`src/rtl/core_memr.sv`:
```
// Memory-read stage: issues loads to the MMU, aligns/extends the returned word,
// and forwards register/CSR writes, stores and jumps with one cycle of latency.
module core_memr (
    input  logic        CLK,
    input  logic        RST,
    input  logic        FLUSH,
    input  logic [4:0]  C_REG_W_RD,
    input  logic [31:0] C_REG_W_DATA,
    input  logic [11:0] C_CSR_W_ADDR,
    input  logic [31:0] C_CSR_W_DATA,
    input  logic        C_MEM_R_EN,
    input  logic [4:0]  C_MEM_R_RD,
    input  logic [31:0] C_MEM_R_ADDR,
    input  logic [3:0]  C_MEM_R_STRB,
    input  logic        C_MEM_R_SIGNED,
    input  logic        C_MEM_W_EN,
    input  logic [31:0] C_MEM_W_ADDR,
    input  logic [3:0]  C_MEM_W_STRB,
    input  logic [31:0] C_MEM_W_DATA,
    input  logic        C_JMP_DO,
    input  logic [31:0] C_JMP_PC,
    input  logic        MEM_WAIT,
    output logic        DATA_RDEN,
    output logic [31:0] DATA_RIADDR,
    input  logic        DATA_RVALID,
    input  logic [31:0] DATA_ROADDR,
    input  logic [31:0] DATA_RDATA,
    output logic        STALL,
    output logic [4:0]  MEMR_REG_W_RD,
    output logic [31:0] MEMR_REG_W_DATA,
    output logic [11:0] MEMR_CSR_W_ADDR,
    output logic [31:0] MEMR_CSR_W_DATA,
    output logic        MEMR_MEM_W_EN,
    output logic [31:0] MEMR_MEM_W_ADDR,
    output logic [3:0]  MEMR_MEM_W_STRB,
    output logic [31:0] MEMR_MEM_W_DATA,
    output logic        MEMR_JMP_DO,
    output logic [31:0] MEMR_JMP_PC
);

    typedef enum logic [1:0] {S_IDLE, S_REQ, S_WAIT, S_DRAIN} state_t;

    state_t      r_state, w_state_next;
    logic [4:0]  r_ld_rd;
    logic [31:0] r_ld_addr;
    logic [3:0]  r_ld_strb;
    logic        r_ld_signed;

    logic [4:0]  r_reg_w_rd,   w_reg_w_rd;
    logic [31:0] r_reg_w_data, w_reg_w_data;
    logic [11:0] r_csr_w_addr, w_csr_w_addr;
    logic [31:0] r_csr_w_data, w_csr_w_data;
    logic        r_mem_w_en,   w_mem_w_en;
    logic [31:0] r_mem_w_addr, w_mem_w_addr;
    logic [3:0]  r_mem_w_strb, w_mem_w_strb;
    logic [31:0] r_mem_w_data, w_mem_w_data;
    logic        r_jmp_do,     w_jmp_do;
    logic [31:0] r_jmp_pc,     w_jmp_pc;

    logic [31:0] w_aligned;
    logic        w_hit;
    logic        w_latch;
    logic [7:0]  w_byte;
    logic [15:0] w_half;
    logic [31:0] w_ext;

    assign w_aligned = {r_ld_addr[31:2], 2'b00};
    assign w_hit     = DATA_RVALID && (DATA_ROADDR == w_aligned);
    assign w_latch   = (r_state == S_IDLE) && C_MEM_R_EN && !FLUSH;

    // Halfword select uses only addr[1]; misaligned halves are not split.
    assign w_byte = DATA_RDATA[{r_ld_addr[1:0], 3'b000} +: 8];
    assign w_half = r_ld_addr[1] ? DATA_RDATA[31:16] : DATA_RDATA[15:0];

    always_comb begin
        case (r_ld_strb)
            4'b0001: w_ext = {{24{r_ld_signed & w_byte[7]}}, w_byte};
            4'b0011: w_ext = {{16{r_ld_signed & w_half[15]}}, w_half};
            default: w_ext = DATA_RDATA;
        endcase
    end

    // State register
    always_ff @(posedge CLK or negedge RST) begin
        if (!RST) r_state <= S_IDLE;
        else      r_state <= w_state_next;
    end

    // Next-state logic
    always_comb begin
        w_state_next = r_state;
        case (r_state)
            S_IDLE:  if (C_MEM_R_EN && !FLUSH) w_state_next = S_REQ;
            S_REQ: begin
                if (!MEM_WAIT)  w_state_next = FLUSH ? S_DRAIN : S_WAIT;
                else if (FLUSH) w_state_next = S_IDLE;
            end
            // A hit coinciding with FLUSH consumes the response, so no drain is needed.
            S_WAIT: begin
                if (w_hit)      w_state_next = S_IDLE;
                else if (FLUSH) w_state_next = S_DRAIN;
            end
            S_DRAIN: if (DATA_RVALID) w_state_next = S_IDLE;
            default: w_state_next = S_IDLE;
        endcase
    end

    // Output logic: next values of the output slot default to a bubble
    always_comb begin
        w_reg_w_rd   = '0;
        w_reg_w_data = '0;
        w_csr_w_addr = '0;
        w_csr_w_data = '0;
        w_mem_w_en   = 1'b0;
        w_mem_w_addr = '0;
        w_mem_w_strb = '0;
        w_mem_w_data = '0;
        w_jmp_do     = 1'b0;
        w_jmp_pc     = '0;
        if (!FLUSH) begin
            if (r_state == S_IDLE && !C_MEM_R_EN) begin
                w_reg_w_rd   = C_REG_W_RD;
                w_reg_w_data = C_REG_W_DATA;
                w_csr_w_addr = C_CSR_W_ADDR;
                w_csr_w_data = C_CSR_W_DATA;
                w_mem_w_en   = C_MEM_W_EN;
                w_mem_w_addr = C_MEM_W_ADDR;
                w_mem_w_strb = C_MEM_W_STRB;
                w_mem_w_data = C_MEM_W_DATA;
                w_jmp_do     = C_JMP_DO;
                w_jmp_pc     = C_JMP_PC;
            end else if (r_state == S_WAIT && w_hit) begin
                w_reg_w_rd   = r_ld_rd;
                w_reg_w_data = w_ext;
            end
        end
    end

    assign DATA_RDEN   = (r_state == S_REQ);
    assign DATA_RIADDR = w_aligned;
    assign STALL = RST && ((r_state == S_REQ) || (r_state == S_WAIT && !w_hit) ||
                           ((r_state == S_IDLE || r_state == S_DRAIN) && C_MEM_R_EN && !FLUSH));

    always_ff @(posedge CLK or negedge RST) begin
        if (!RST) begin
            r_ld_rd      <= '0;
            r_ld_addr    <= '0;
            r_ld_strb    <= '0;
            r_ld_signed  <= 1'b0;
            r_reg_w_rd   <= '0;
            r_reg_w_data <= '0;
            r_csr_w_addr <= '0;
            r_csr_w_data <= '0;
            r_mem_w_en   <= 1'b0;
            r_mem_w_addr <= '0;
            r_mem_w_strb <= '0;
            r_mem_w_data <= '0;
            r_jmp_do     <= 1'b0;
            r_jmp_pc     <= '0;
        end else begin
            if (w_latch) begin
                r_ld_rd     <= C_MEM_R_RD;
                r_ld_addr   <= C_MEM_R_ADDR;
                r_ld_strb   <= C_MEM_R_STRB;
                r_ld_signed <= C_MEM_R_SIGNED;
            end
            r_reg_w_rd   <= w_reg_w_rd;
            r_reg_w_data <= w_reg_w_data;
            r_csr_w_addr <= w_csr_w_addr;
            r_csr_w_data <= w_csr_w_data;
            r_mem_w_en   <= w_mem_w_en;
            r_mem_w_addr <= w_mem_w_addr;
            r_mem_w_strb <= w_mem_w_strb;
            r_mem_w_data <= w_mem_w_data;
            r_jmp_do     <= w_jmp_do;
            r_jmp_pc     <= w_jmp_pc;
        end
    end

    assign MEMR_REG_W_RD   = r_reg_w_rd;
    assign MEMR_REG_W_DATA = r_reg_w_data;
    assign MEMR_CSR_W_ADDR = r_csr_w_addr;
    assign MEMR_CSR_W_DATA = r_csr_w_data;
    assign MEMR_MEM_W_EN   = r_mem_w_en;
    assign MEMR_MEM_W_ADDR = r_mem_w_addr;
    assign MEMR_MEM_W_STRB = r_mem_w_strb;
    assign MEMR_MEM_W_DATA = r_mem_w_data;
    assign MEMR_JMP_DO     = r_jmp_do;
    assign MEMR_JMP_PC     = r_jmp_pc;

endmodule

```
`config.mk`:
```
export PLATFORM = sky130hd
export DESIGN_NAME = core_memr
export DESIGN_NICKNAME = d
export VERILOG_FILES = /design/src/rtl/core_memr.sv
export SDC_FILE = /design/constraint.sdc
export NUM_CORES = 1
export LEC_CHECK = 0
export BUFFER_PORTS_ARGS = -buffer_cell sky130_fd_sc_hd__buf_2
export CELL_PAD_IN_SITES_DETAIL_PLACEMENT = 1
export CELL_PAD_IN_SITES_GLOBAL_PLACEMENT = 1
export CORE_AREA = 2 2 199 201
export DETAILED_ROUTE_END_ITERATION = 7
export DIE_AREA = 0 0 201 203
export GPL_ROUTABILITY_DRIVEN = 0
export PLACE_DENSITY_LB_ADDON = 0.1
export SLEW_MARGIN = 10
export SYNTH_ARGS = -nofsm -noshare
export SYNTH_HDL_FRONTEND = slang
export SYNTH_SLANG_ARGS = --single-unit
```
`constraint.sdc`:
```
create_clock -name CLK -period 2.21 [get_ports CLK]
set_clock_uncertainty 0.15 [all_clocks]
set_input_delay 0.3315 -clock CLK [delete_from_list [all_inputs] [get_ports CLK]]
set_output_delay 0.3315 -clock CLK [all_outputs]
set_load 0.01 [all_outputs]
```
==> summary.md <==
| Metric | Value |
|---|---|
| Yosys reg bits | `227` |
| Drt wl/cell | `18.6 um` |
| Slew HR | `46.4%` |
| Die Y | `203 um` |
| CP arrival | `2.44 ns` |
| Hold Path Cell Cnt | `3` |
| Hold Path Class | `in2reg` |
| # port buffers | `509` |
| F_max | `0.342 GHz` |
| Final wirelength | `38300 um` |
| Failing checks | `negative setup slack` |
| Initial DRC Count | `243` |
| Crit path from | `r_ld_addr[10]$_DFFE_PN0P_` |
| Worst Hold End | `MEMR_REG_W_DATA[24]$_DFF_PN0_` |
| Crit. End Element | `primary output` |
| ANT nets after route | `0` |
| Largest area contributor in the netlist | `dfrtp_1` |
| First-pass GRT wire length | `58500 um` |
| Nets@finish | `1818` |
| # DRC | `0` |
| Vias in the first global route | `9890` |
| Vias per inst | `4.10` |
| Seq/Total Area, Yosys | `63.0%` |
| I/O Pins | `512` |
| Setup TNS | `-7.07 ns` |
| Total global routing overflow | `0` |
| Synth area leaders | `dfrtp_1, and2_1, mux2_2, xor2_1, buf_4` |
| PnR worst setup slack | `-0.715 ns` |
| Die width | `201 um` |
| Cell Rows | `72` |
| YS warnings | `0` |
| Final Max Slew Viols | `0` |
| Post-Layout Inst Area | `15900 um^2` |
| Worst-Margin Slew | `0.799 ns` |
| WS Path Type | `reg2out` |
| Vias | `8424` |
| Pleak | `8.43 nW` |
| Synth cell types | `37` |
| P&R area growth vs syn | `76.7%` |
| Sequential power share | `37.1%` |
| Ys flop type | `dfrtp_1` |
| Placed Area | `12400 um^2` |
| Clock buffer count from CTS | `28` |
| Clk pin slew, worst setup/hold paths | `0.06 ns` |
| Drt pass-1 iters | `4` |
| Final hold violations | `0` |
| Pwr dens | `903 nW/um^2` |
| Total GRT Usage | `18.7%` |
| Clock Tree Root | `clkbuf_16` |
| Level count of the clock H-tree | `1` |
| Pint | `0.00983 W` |
| CP startpoint kind | `register` |
| Switching Share | `31.7%` |
| TritonCTS clock tree | `done` |
| Fin util | `41.4%` |
| Most common cell in the netlist | `dfrtp_1` |
| Maximum buffer depth of the clock tree | `3` |
| Top post-synthesis cells by count | `dfrtp_1, and2_1, nand2_1, mux2_2, o21ai_0` |
| Clock network fraction of total power | `31.1%` |
| Sink Count | `227` |
| Core area | `38500 um^2` |
| Post-synth top area share | `63.0%` |
| Die area | `40800 um^2` |
| Hold slack | `0.0342 ns` |
| Initial antenna violation count | `1` |
| Mapped Area | `9020 um^2` |
| IR drop worst, VDD | `0.000570 V` |
| Min Tclk post-route | `2.92 ns` |
| CP max FO | `2` |
| Max Cap Violations | `0` |
| R2R Setup Slk | `-0.31 ns` |
| Asr flop ratio synth | `100%` |
| Largest net degree at the start of global routing | `49` |
| Status | `finished, violations left` |
| Unrepaired setup endpoints after global routing | `yes` |
| Worst EP required | `1.73 ns` |
| Share of cells above drive strength 1 | `45.9%` |
| Comb pwr share | `31.7%` |
| HPWL after DPL | `27700 um` |
| P_sw | `0.00455 W` |
| Worst-Skew Late Latency | `0.55 ns` |
| Final setup vio count | `40` |
| Worst Hold Launch | `DATA_RDATA[24]` |
| Crit share post-route | `132%` |
| Cell count after synthesis | `745` |
| EDFF count, synth | `0` |
| Reg2Reg Depth | `8` |
| Initial cell density of the core | `23.4%` |
| Mean Syn Cell Area | `12.1 um^2` |
| Reg-to-reg endpoint | `MEMR_REG_W_DATA[20]$_DFF_PN0_` |
| Reg2reg start | `r_ld_addr[19]$_DFFE_PN0P_` |
[cell families (layout without fill, tap and decap cells)]
group	after synthesis	count (layout)	synth area share, %
AND/OR/NAND/NOR	252	254	15.8
flip-flops	227	227	63.0
AO/OA/AOI/OAI	99	99	6.81
buffers and inverters	86	873	5.01
multiplexers	45	45	5.74
XOR/XNOR	30	30	2.91
adder cells (fa/ha/maj)	5	5	0.694
other	1	5	0.0416
[power by group through the flow]
stage                     Combinational (W)  Sequential (W)  Clock (W)
after floorplan                     0.00228         0.00550          0
after global placement              0.00409         0.00539          0
after detailed placement            0.00413         0.00541          0
after CTS                           0.00464         0.00535    0.00465
after global routing                0.00498         0.00545    0.00481
final                               0.00456         0.00534    0.00448
[how the worst max path moves through the flow]
stage          endpoint  cells past startpoint
2_1_floorplan     STALL                      6
3_3_place_gp      STALL                      9
3_5_place_dp      STALL                      9
4_1_cts           STALL                      8
5_1_grt           STALL                      8
6_report          STALL                      8
[worst max-delay path, cell delays in order, from the launching register on]
cell	delay, ns
dfrtp_1	0.40
xor2_1	0.16
nor4_2	0.29
buf_4	0.17
nand4_1	0.13
nor3_2	0.29
nor2_1	0.09
o31a_1	0.23
buf_2	0.14
[layout make-up]
cell class	count	area [um^2]
diodes	3	7.51
inverters	16	60.1
multi-input cells	435	3060
flip-flops and latches	227	5680
fillers	4348	22500
well taps	518	648
repair buffers	810	5580
clock inverters	5	63.8
clock buffers	42	833
[layout by cell type (no fill, tap or decap), types with 13 or more instances in the layout]
master	instances
inv_1	16
xor2_1	29
mux2_2	43
nand2_1	58
and2_1	147
clkbuf_16	28
a21oi_1	27
buf_2	508
nand3_1	13
dlygate4sd3_1	241
o21ai_2	37
dfrtp_1	227
buf_4	44
[flip-flops by register name, indices dropped and copies added, names as in the netlist, 4 cells and up]
| signal | cells |
|---|---|
| MEMR_MEM_W_STRB | 4 |
| MEMR_JMP_PC | 32 |
| MEMR_CSR_W_ADDR | 12 |
| MEMR_CSR_W_DATA | 32 |
| r_ld_addr | 32 |
| r_ld_rd | 5 |
| MEMR_REG_W_RD | 5 |
| MEMR_MEM_W_DATA | 32 |
| MEMR_MEM_W_ADDR | 32 |
| r_ld_strb | 4 |
| MEMR_REG_W_DATA | 32 |
[metal layers]
metal	GRT usage [%]	up-vias	wire length, um	share of wire [%]
met2	34.9	328	20100	53
met3	5.59	44	2900	7.6
met1	20.5	4107	14300	37
li1	-	3945	-	-
met5	0	-	0	0
met4	4.89	0	959	2.5
[per-stage QoR]
step / cells / total power, W / setup slack (ns)
floorplan: 746 / 0.00777 / 0.0979
global placement: 1757 / 0.00948 / -0.302
detailed placement: 1757 / 0.00954 / -0.330
CTS: 2058 / 0.0146 / -0.786
global route: 2054 / 0.0152 / -0.896
finish: 2056 / 0.0144 / -0.715
[timing repair]
action                                  in CTS  in global routing
cloned                                       5                  0
gates resized for setup                     67                 14
pin swaps                                   35                 13
hold buffers                               241                  0
setup buffers                               10                  4
endpoints found under the setup margin      40                 40
hold endpoints to repair                   288                  0
Power figures use the tool's default switching activity.
